$ cat src/rtl/ab_gates_pkg.sv
// ab_gates_pkg: shared operation encoding and default width for the ab_gates unit
package ab_gates_pkg;
  localparam int WIDTH_DEFAULT = 64;
  typedef enum logic [1:0] {
    OP_AND  = 2'd0,
    OP_OR   = 2'd1,
    OP_XOR  = 2'd2,
    OP_ZERO = 2'd3
  } op_e;
endpackage

$ cat src/rtl/ab_gates_bit.sv
// ab_gates_bit: one combinational result bit built from gate primitives and a 4:1 mux
module mux_4to1 (
  input  logic [3:0] d,
  input  logic [1:0] sel,
  output logic       y
);
  assign y = d[sel];
endmodule

module ab_gates_bit
  import ab_gates_pkg::*;
(
  input  logic a,
  input  logic b,
  input  op_e  ctrl,
  output logic out
);
  logic and_y, or_y, xor_y;
  and g_and (and_y, a, b);
  or  g_or  (or_y,  a, b);
  xor g_xor (xor_y, a, b);
  // Mux input order mirrors the op_e encoding; the last leg is tied low.
  mux_4to1 u_mux (
    .d  ({1'b0, xor_y, or_y, and_y}),
    .sel(ctrl),
    .y  (out)
  );
endmodule

$ cat src/rtl/ab_gates_unit.sv
// ab_gates_unit: registered bitwise AND/OR/XOR/zero unit with one-cycle latency
module ab_gates_unit
  import ab_gates_pkg::*;
#(
  parameter int WIDTH = WIDTH_DEFAULT
) (
  input  logic             clk,
  input  logic             reset,
  input  logic [WIDTH-1:0] a,
  input  logic [WIDTH-1:0] b,
  input  logic [1:0]       ctrl,
  input  logic             in_valid,
  output logic [WIDTH-1:0] out,
  output logic             out_valid,
  output logic             zero
);
  logic [WIDTH-1:0] result;
  op_e              op;
  assign op = op_e'(ctrl);
  for (genvar i = 0; i < WIDTH; i++) begin : g_bit
    ab_gates_bit u_bit (
      .a   (a[i]),
      .b   (b[i]),
      .ctrl(op),
      .out (result[i])
    );
  end
  // Capture only on in_valid so idle-cycle inputs never reach the outputs.
  always_ff @(posedge clk) begin
    if (!reset) begin
      out       <= '0;
      zero      <= 1'b1;
      out_valid <= 1'b0;
    end else begin
      out_valid <= in_valid;
      if (in_valid) begin
        out  <= result;
        zero <= ~|result;
      end
    end
  end
endmodule

$ cat config.mk
export PLATFORM = sky130hd
export DESIGN_NAME = ab_gates_unit
export DESIGN_NICKNAME = d
export VERILOG_FILES = /design/src/rtl/ab_gates_pkg.sv /design/src/rtl/ab_gates_bit.sv /design/src/rtl/ab_gates_unit.sv
export SDC_FILE = /design/constraint.sdc
export NUM_CORES = 1
export LEC_CHECK = 0
export CORE_ASPECT_RATIO = 0.7
export CORE_MARGIN = 1.5
export CORE_UTILIZATION = 53
export DETAILED_ROUTE_END_ITERATION = 16
export GPL_TIMING_DRIVEN = 0
export PLACE_DENSITY = 0.9
export SLEW_MARGIN = 20
export SYNTH_ARGS = -nofsm -noshare
export SYNTH_HDL_FRONTEND = slang
export SYNTH_HIERARCHICAL = 1
export SYNTH_SLANG_ARGS = --single-unit
$ cat constraint.sdc
create_clock -name clk -period 5.3 [get_ports clk]
set_input_delay 1.06 -clock clk [delete_from_list [all_inputs] [get_ports clk]]
set_output_delay 1.06 -clock clk [all_outputs]
set_load 0.02 [all_outputs]
### After elaboration in Yosys (flattened, before gate mapping)

Index checks and enable logic that the tools add are counted.

| operators by class | value |
|---|---|
| add/sub/neg operators | 0 |
| multiply operators | 0 |
| div/mod/pow operators | 0 |
| $lt $le $gt $ge | 1 |
| equal/unequal tests | 0 |
| shifts and indexed selects | 0 |
| multiplexer cells | 128 |
| bitwise logic cells | 192 |
| reductions and logical operators | 2 |

Operators with widths:

| operator | count |
|---|---|
| 1-bit binary-select mux with 2-bit select | 64 |
| 1-bit AND | 64 |
| 1-bit 2-to-1 mux | 64 |
| 1-bit OR | 64 |
| 64-bit OR reduction | 1 |
| 1-bit bitwise XOR | 64 |
| 2-bit by 3-bit less-than comparator with 1-bit output, second input constant | 1 |
| 1-bit zero test | 1 |

| word-level totals | value |
|---|---|
| flip-flop bits (word level) | 66 |
| bits in latches | 0 |
| bits in writable memories | 0 |
| bits in read-only memories | 0 |
| bits of input ports | 133 |
| output and inout bits | 66 |
| logic and storage cells | 326 |
| memories | 0 |

### Logic depth before layout (Yosys ltp)

Gate-level depths: netlist of run 1.

| depth | value |
|---|---|
| depth after elaboration | 5 |
| depth in mapped cells | 8 |
| gate-level depth less buffers | 8 |

### Modules after synthesis

The synthesis of run 1 kept the hierarchy.

By module, submodules not included:

| module | instances | cells an instance | area an instance (µm²) | sequential area each (µm²) |
|---|---|---|---|---|
| ab_gates_unit | 1 | 235 | 2618.8 | 1321.3 |
| ab_gates_bit | 64 | 6 | 40.0 | 0.0 |
| mux_4to1 | 64 | 1 | 22.5 | 0.0 |

### Worst setup path after synthesis of run 1

No wires, ideal clock.

| path | value |
|---|---|
| kind | in2reg |
| start | input port a[10] |
| end | register zero |
| library setup time | 0.079 ns |
| data arrival time | 2.833 ns |
| data required time | 5.221 ns |
| setup slack | 2.388 ns |
| cell stages on the path | 7 |
| buffers on the path | 0 |
| cell sequence | inv_1 -> ha_1 -> mux4_2 -> nor4_2 -> nand4_1 -> or4_1 -> o221ai_2 |

| on the way | value |
|---|---|
| longest elaborated chain between the ends | 5 |
| elaborated cells between the ends (all ways) | 7 |
| classes of those cells | mux: 2; bitwise: 3; reduce/logical: 2 |

Ends and longest elaborated chain:

| what | line | text |
|---|---|---|
| from (decl) | ab_gates_unit.sv:9 | `input logic [WIDTH-1:0] a,` |
| 1-bit bitwise XOR | ab_gates_bit.sv:21 | `xor g_xor (xor_y, a, b);` |
| named net g_bit[10].u_bit.xor_y | ab_gates_bit.sv:18 | `logic and_y, or_y, xor_y;` |
| 1-bit binary-select mux with 2-bit select | ab_gates_bit.sv:7 | `assign y = d[sel];` |
| 1-bit 2-to-1 mux (not written as such) | ab_gates_bit.sv:7 |  |
| named net result[10] | ab_gates_unit.sv:17 | `logic [WIDTH-1:0] result;` |
| 64-bit OR reduction | ab_gates_unit.sv:38 | `zero <= ~\|result;` |
| 1-bit zero test | ab_gates_unit.sv:38 |  |
| to (signal assigned) | ab_gates_unit.sv:38 |  |
| to (decl) | ab_gates_unit.sv:15 | `output logic zero` |

The timed path passes the listed nets, and every way through them passes these cells. The select of a mux whose other input is x is not followed.
A chain may end at the register's enable or synchronous reset.

### Final worst setup path of run 1

| path | value |
|---|---|
| start | input port a[3] |
| end | register zero |

| on the way | value |
|---|---|
| longest elaborated chain between the ends | 5 |
| elaborated cells between the ends (all ways) | 7 |
| classes of those cells | mux: 2; bitwise: 3; reduce/logical: 2 |

Ends and longest elaborated chain:

| what | line |
|---|---|
| 1-bit bitwise XOR | ab_gates_bit.sv:21 |
| named net g_bit[3].u_bit.xor_y | ab_gates_bit.sv:18 |
| 1-bit binary-select mux with 2-bit select | ab_gates_bit.sv:7 |
| 1-bit 2-to-1 mux (not written as such) | ab_gates_bit.sv:7 |
| named net result[3] | ab_gates_unit.sv:17 |
| 64-bit OR reduction | ab_gates_unit.sv:38 |
| 1-bit zero test | ab_gates_unit.sv:38 |

The timed path passes the listed nets, and every way through them passes these cells. The select of a mux whose other input is x is not followed.

==> flow_metrics.tcl, run 1 <==
set metrics [dict create \
    hold_path.class "reg2reg" \
    status "completed" \
    arrival_ps 3780 \
    synth_edf_count 0 \
    gp_congestion 0.7950 \
    cts_root_buf "clkbuf_16" \
    cts_resized 0 \
    r2r-start "out[26]" \
    initial_core_util_pct 55.50 \
    grt_busiest_layer "met2" \
    worstHoldEndpoint "out[52]" \
    synth_top_cells_by_area "ha_1, mux4_2, dfxtp_1" \
    synth_area_per_cell_um2 9.696 \
    ys_ff_latch 66 \
    period_share_pct 66.82 \
    die_h_um 96.53 \
    ant_nets 0 \
    worstPathRequired_ps 5540 \
    r2r_end "out[26]" \
    ff2ff_setup_slack_ps 4630 \
    tightest_slew_ps 530.0 \
    cap_violations 0 \
    route.detailed.drc 0 \
    area_delta_synth_final_pct 37.90 \
    dieArea_mm2 0.01319 \
    setup_ws_ps 1758 \
    top_level_ports 199 \
    timing.hold.ws_ps 514.4 \
    wire_per_inst_um 14.71 \
    cts.sinks 66 \
    synth_area_mm2 0.006623 \
    met2_usage_pct 42.63 \
    grt_use_total_pct 24.41 \
    path_max_fanout 2 \
    antenna_found_initial 0 \
    grt_pass1_wl_mm 24.67 \
    ir_worst_vdd_uv 137.3 \
    path_clk_slew_ps 50 \
    final_util_pct 76.53 \
    place_ws_ps 1469 \
    ys_async_sr_fraction_pct 0 \
    drive_gt1_share_pct 10.60 \
    finalMaxSlewViolations 0 \
    gr-usage-met1_pct 29.55 \
    cts_setup_buffers 0 \
    syn_nets 944 \
    min_period_ps 3542 \
    synth.yosys.seq_area_share_pct 19.95 \
    r2r_cells 2 \
    fin_nets 1153 \
    fmax_mhz 282.4 \
    rows 33 \
    cts_tree "done" \
    cts_hold_buf 0 \
    hold_start "out[52]" \
    vias 5075 \
    cts_inserted_buffers 9 \
    synth_top_area_cell "ha_1" \
    power_leakage_nw 4.504 \
    dr.pass1.iters 4 \
    grt_pass1_vias 5198 \
    setup_viol 0 \
    ys_warn_count 6 \
    yosysMostFrequentCell "inv_1" \
    clk_latency_ps 320 \
    synth_top_area_share_pct 24.18 \
    synth_cells 683 \
    worst_setup_path_end_kind "flop" \
    io_buffer_count 196 \
    dp_hpwl_mm 12.89 \
    htree_num_levels 3 \
    ys_types 20 \
    crit_path_start_kind "input port" \
    ys.flop_type "dfxtp_1" \
    rsz0062_at_grt "no" \
    num_antenna_cells 0 \
    critPathKind "in2reg" \
    power_density_mw_per_mm2 193.8 \
    die_width_um 136.6 \
    vias_per_cell 4.820 \
    clockBufferDepth 2 \
    overflow 0 \
    met3_usage_pct 8.138 \
    drtIter0Drc 124 \
    min_path_cells 2 \
    routed_wirelength_mm 15.49 \
    fin_skew_ps 0 \
    final-hold-violation-count 0 \
    grt_max_degree 36 \
    synthTopCellsByCount "inv_1, ha_1, dfxtp_1" \
    core-area_mm2 0.01193 \
    slew-limit-headroom_pct 64.34 \
]
==> critical path, stage by stage <==
cell and delay, ps:
clkdlybuf4s50_1 500, inv_1 60, ha_1 290, mux4_2 480
nor4_1 470, nand4_1 260, or4_1 540, o221ai_2 130
==> how the worst max path moves through the flow <==
stage | start | to | slack, ps | cells past startpoint
floorplan | a[10] | zero | 2390 | 7
global placement | ctrl[0] | zero | -1720 | 6
detailed placement | ctrl[0] | zero | 1470 | 7
CTS | ctrl[0] | zero | 1800 | 7
global route | ctrl[0] | zero | 1650 | 7
finish | a[3] | zero | 1760 | 8
==> routing by layer <==
layer	part of all wire, %	vias up
met5	0	-
met4	0.99	0
met3	9.5	16
met2	48	152
met1	42	2386
li1	-	2521
==> cell usage in the layout, fill, tap and decap left out, types with 3 or more instances in the layout <==
cell and count:
ha_1 128, clkbuf_16 9, mux4_2 64, clkbuf_8 3, clkbuf_1 8, nor4_1 11
conb_1 64, clkdlybuf4s50_1 194, dfxtp_1 66, mux2i_1 64, nand4_1 3, nor4_2 3
inv_1 193, nor2b_1 64, buf_2 8
==> per-stage QoR <==
stage | TNS, ps | power, mW | instance area (µm²) | cells
floorplan | 0 | 0.8841 | 6623 | 683
global route | 0 | 1.863 | 9133 | 1053
CTS | 0 | 1.785 | 9133 | 1053
global placement | -39280 | 1.161 | 8781 | 1036
detailed placement | 0 | 1.173 | 8827 | 1038
finish | 0 | 1.770 | 9133 | 1053
==> state kept, by name, summed over array words and instances, names as in the netlist <==
name	flops
out_valid	1
out	64
zero	1
==> cell type report <==
class                   count  area [µm²]
plain buffers              15       66.31
fillers                   814        2800
clock buffers              13       270.3
well taps                 157       196.4
repair buffers            198        2008
multi-input cells         409        4511
flip-flops and latches     66        1321
clock inverters             2       35.03
inverters                 193       724.4
==> cell families (layout without fill, tap and decap cells) <==
| group | count (synthesis) | count (layout) | synth area share (%) |
|---|---|---|---|
| AND/OR/NAND/NOR | 88 | 88 | 8.634 |
| multiplexers | 128 | 128 | 31.44 |
| adder cells (fa/ha/maj) | 128 | 128 | 24.18 |
| buffers and inverters | 208 | 421 | 11.94 |
| other | 64 | 64 | 3.627 |
| AO/OA/AOI/OAI | 1 | 1 | 0.2266 |
| flip-flops | 66 | 66 | 19.95 |
==> report_power, final <==
group / internal [mW] / leakage, nW / switching (mW)
Clock: 0.399 / 0.152 / 0.205
Sequential: 0.538 / 0.545 / 0.0223
Combinational: 0.334 / 3.81 / 0.271
Power figures use the tool's default switching activity.
==> inputs of run 2 (changes only) <==
--- a/config.mk
+++ b/config.mk
@@ -7,10 +7,10 @@
 export LEC_CHECK = 0
 export CORE_ASPECT_RATIO = 0.7
 export CORE_MARGIN = 1.5
-export CORE_UTILIZATION = 53
+export CORE_UTILIZATION = 49
 export DETAILED_ROUTE_END_ITERATION = 16
 export GPL_TIMING_DRIVEN = 0
-export PLACE_DENSITY = 0.9
+export PLACE_DENSITY = 0.84
 export SLEW_MARGIN = 20
 export SYNTH_ARGS = -nofsm -noshare
 export SYNTH_HDL_FRONTEND = slang
==> constraint.sdc (replaced) <==
create_clock -name clk -period 3.5 [get_ports clk]
set_input_delay 0.7 -clock clk [delete_from_list [all_inputs] [get_ports clk]]
set_output_delay 0.7 -clock clk [all_outputs]
set_load 0.02 [all_outputs]
==> run 2 against run 1 <==
Compared with the run above:
- routed wire length down 2.8%
- worst setup slack worse by 1300 ps
- critical path depth unchanged
- combinational power up 49%
- sequential power up 51%
- largest power group unchanged
==> flow_metrics.tcl, run 2 (synthesis results as in run 1) <==
set metrics [dict create \
    status "completed" \
    path_max_fanout 2 \
    rows 35 \
    cpPeakStageDelay_ps 540 \
    ir_worst_vdd_uv 208.1 \
    clk_latency_ps 320 \
    power_frac_clock_pct 33.5 \
    htree_num_levels 3 \
    cp_top_family "simple AND/OR/NAND/NOR gates" \
    final_common_cell "clkdlybuf4s50_1" \
    internal_power_mw 1.883 \
    dieArea_mm2 0.01423 \
    fin_skew_ps 0 \
    die_h_um 100.3 \
    layout_common_cells "clkdlybuf4s50_1, inv_1, ha_1" \
    ant_nets 0 \
    rsz0062_at_grt "no" \
    overflow 0 \
    wire_per_inst_um 13.93 \
    min_period_ps 3074 \
    crit_path_start_kind "input port" \
    slew-limit-headroom_pct 58.65 \
    cts_inserted_buffers 9 \
    setup_tns_ps 0 \
    nFillCells 1057 \
    drtIter0Drc 116 \
    gp_congestion 0.7316 \
    cts_setup_buffers 0 \
    tightest_slew_ps 614.6 \
    largest_register_ffs 64 \
    die_width_um 142.0 \
    dr.pass1.iters 4 \
    fin_nets 1153 \
    timing.hold.ws_ps 512.2 \
    vias 4972 \
    final_util_pct 69.41 \
    period_share_pct 87.83 \
    dp_hpwl_mm 12.54 \
    drive_gt1_share_pct 10.49 \
    worstPathRequired_ps 3750 \
    critPathKind "in2reg" \
    path_buf_inv 2 \
    grt_pass1_wl_mm 24.47 \
    vias_per_cell 4.599 \
    swShare_pct 28.44 \
    biggestRegsByFlops "out x64, out_valid x1, zero x1" \
    fmax_mhz 325.3 \
    path_clk_slew_ps 60 \
    cts_hold_buf 0 \
    route.detailed.drc 0 \
    cts.sinks 66 \
    finalMaxSlewViolations 0 \
    cpMaxStageDelayCell "or4_1" \
    initial_core_util_pct 50.24 \
    place_ws_ps 78.13 \
    cts_root_buf "clkbuf_16" \
    grt_use_total_pct 22.13 \
    setup_ws_ps 426.0 \
    top_level_ports 199 \
    crit_chain "clkdlybuf4s50_1, inv_1, ha_1, mux4_2, nor4_1, nand4_1, or4_1, o221ai_2" \
    grt_pass1_vias 5187 \
    cap_violations 0 \
    grt_max_degree 40 \
    hold_path.class "reg2reg" \
    io_buffer_count 196 \
    num_antenna_cells 0 \
    power_leakage_nw 4.495 \
    top_register "out" \
    core-area_mm2 0.01318 \
    arrival_ps 3330 \
    routed_wirelength_mm 15.05 \
    power_density_mw_per_mm2 287.6 \
    pwr-share-seq_pct 32.2 \
    power.share.combinational_pct 34.4 \
    area_delta_synth_final_pct 38.14 \
    p_switching_uw 748.3 \
    cts_tree "done" \
    final-hold-violation-count 0 \
    clockBufferDepth 2 \
    cts_resized 0 \
    worst_setup_path_end_kind "flop" \
    setup_viol 0 \
    antenna_found_initial 0 \
]
run 2: cell count changes in the layout (fill, tap and decap cells not counted), sizes merged:
| cell | delta |
|---|---|
| clkbuf | -1 |
| clkinv | +1 |
run 2: per-stage QoR:
step / cells / area, µm² / total power [mW]
3_5_place_dp: 1066 / 8862 / 1.770
4_1_cts: 1081 / 9149 / 2.660
2_1_floorplan: 683 / 6623 / 1.339
3_3_place_gp: 1064 / 8816 / 1.760
5_1_grt: 1081 / 9149 / 2.779
6_report: 1081 / 9149 / 2.631
run 2: power groups by stage:
stage          Combinational (mW)  Sequential, mW  Clock (mW)
2_1_floorplan               0.403           0.936           0
5_1_grt                     0.996           0.854       0.929
3_5_place_dp                0.909           0.861           0
4_1_cts                     0.912           0.847       0.901
3_3_place_gp                0.901           0.859           0
6_report                    0.904           0.847       0.880
run 2: worst paths after layout:
check	start	endpoint	slack, ps	cells past startpoint
worst max register to register	out[60]	out[60]	2860	2
worst min-delay path	out[32]	out[32]	510	2
worst max-delay path	a[63]	zero	430	8
worst min register to register	out[32]	out[32]	510	2
run 2: final cells by class:
type,instances,area (µm²),area share (%)
multi-input combinational,409,4511,49.30
tap,185,231.5,2.530
buffer,15,66.31,0.7248
clock buffer,12,246.5,2.694
clock inverter,3,40.04,0.4376
inverter,193,724.4,7.918
sequential,66,1321,14.44
timing repair buffer,198,2008,21.95
run 2: tightest hold or removal path: cells and delay by family, from the launching register on:
family           cells  cell delay (ps)
DFF                  1              320
and+or+nand+nor      1               90
muxes                1               60
run 2: routing by layer:
layer / vias up / global-route usage [%] / share of wire, %
met2: 128 / 39.10 / 47
met1: 2314 / 25.47 / 44
li1: 2521 / - / -
met4: 0 / 4.520 / 0.68
met5: - / 0 / 0
met3: 9 / 8.874 / 9.1
==> inputs of run 3 (changes only) <==
--- a/config.mk
+++ b/config.mk
@@ -9,8 +9,10 @@
 export CORE_MARGIN = 1.5
 export CORE_UTILIZATION = 49
 export DETAILED_ROUTE_END_ITERATION = 16
+export GPL_ROUTABILITY_DRIVEN = 0
 export GPL_TIMING_DRIVEN = 0
 export PLACE_DENSITY = 0.84
+export SKIP_LAST_GASP = 1
 export SLEW_MARGIN = 20
 export SYNTH_ARGS = -nofsm -noshare
 export SYNTH_HDL_FRONTEND = slang
==> results of run 3 <==
Final layout, timing and power as in run 2 (identical DEF).
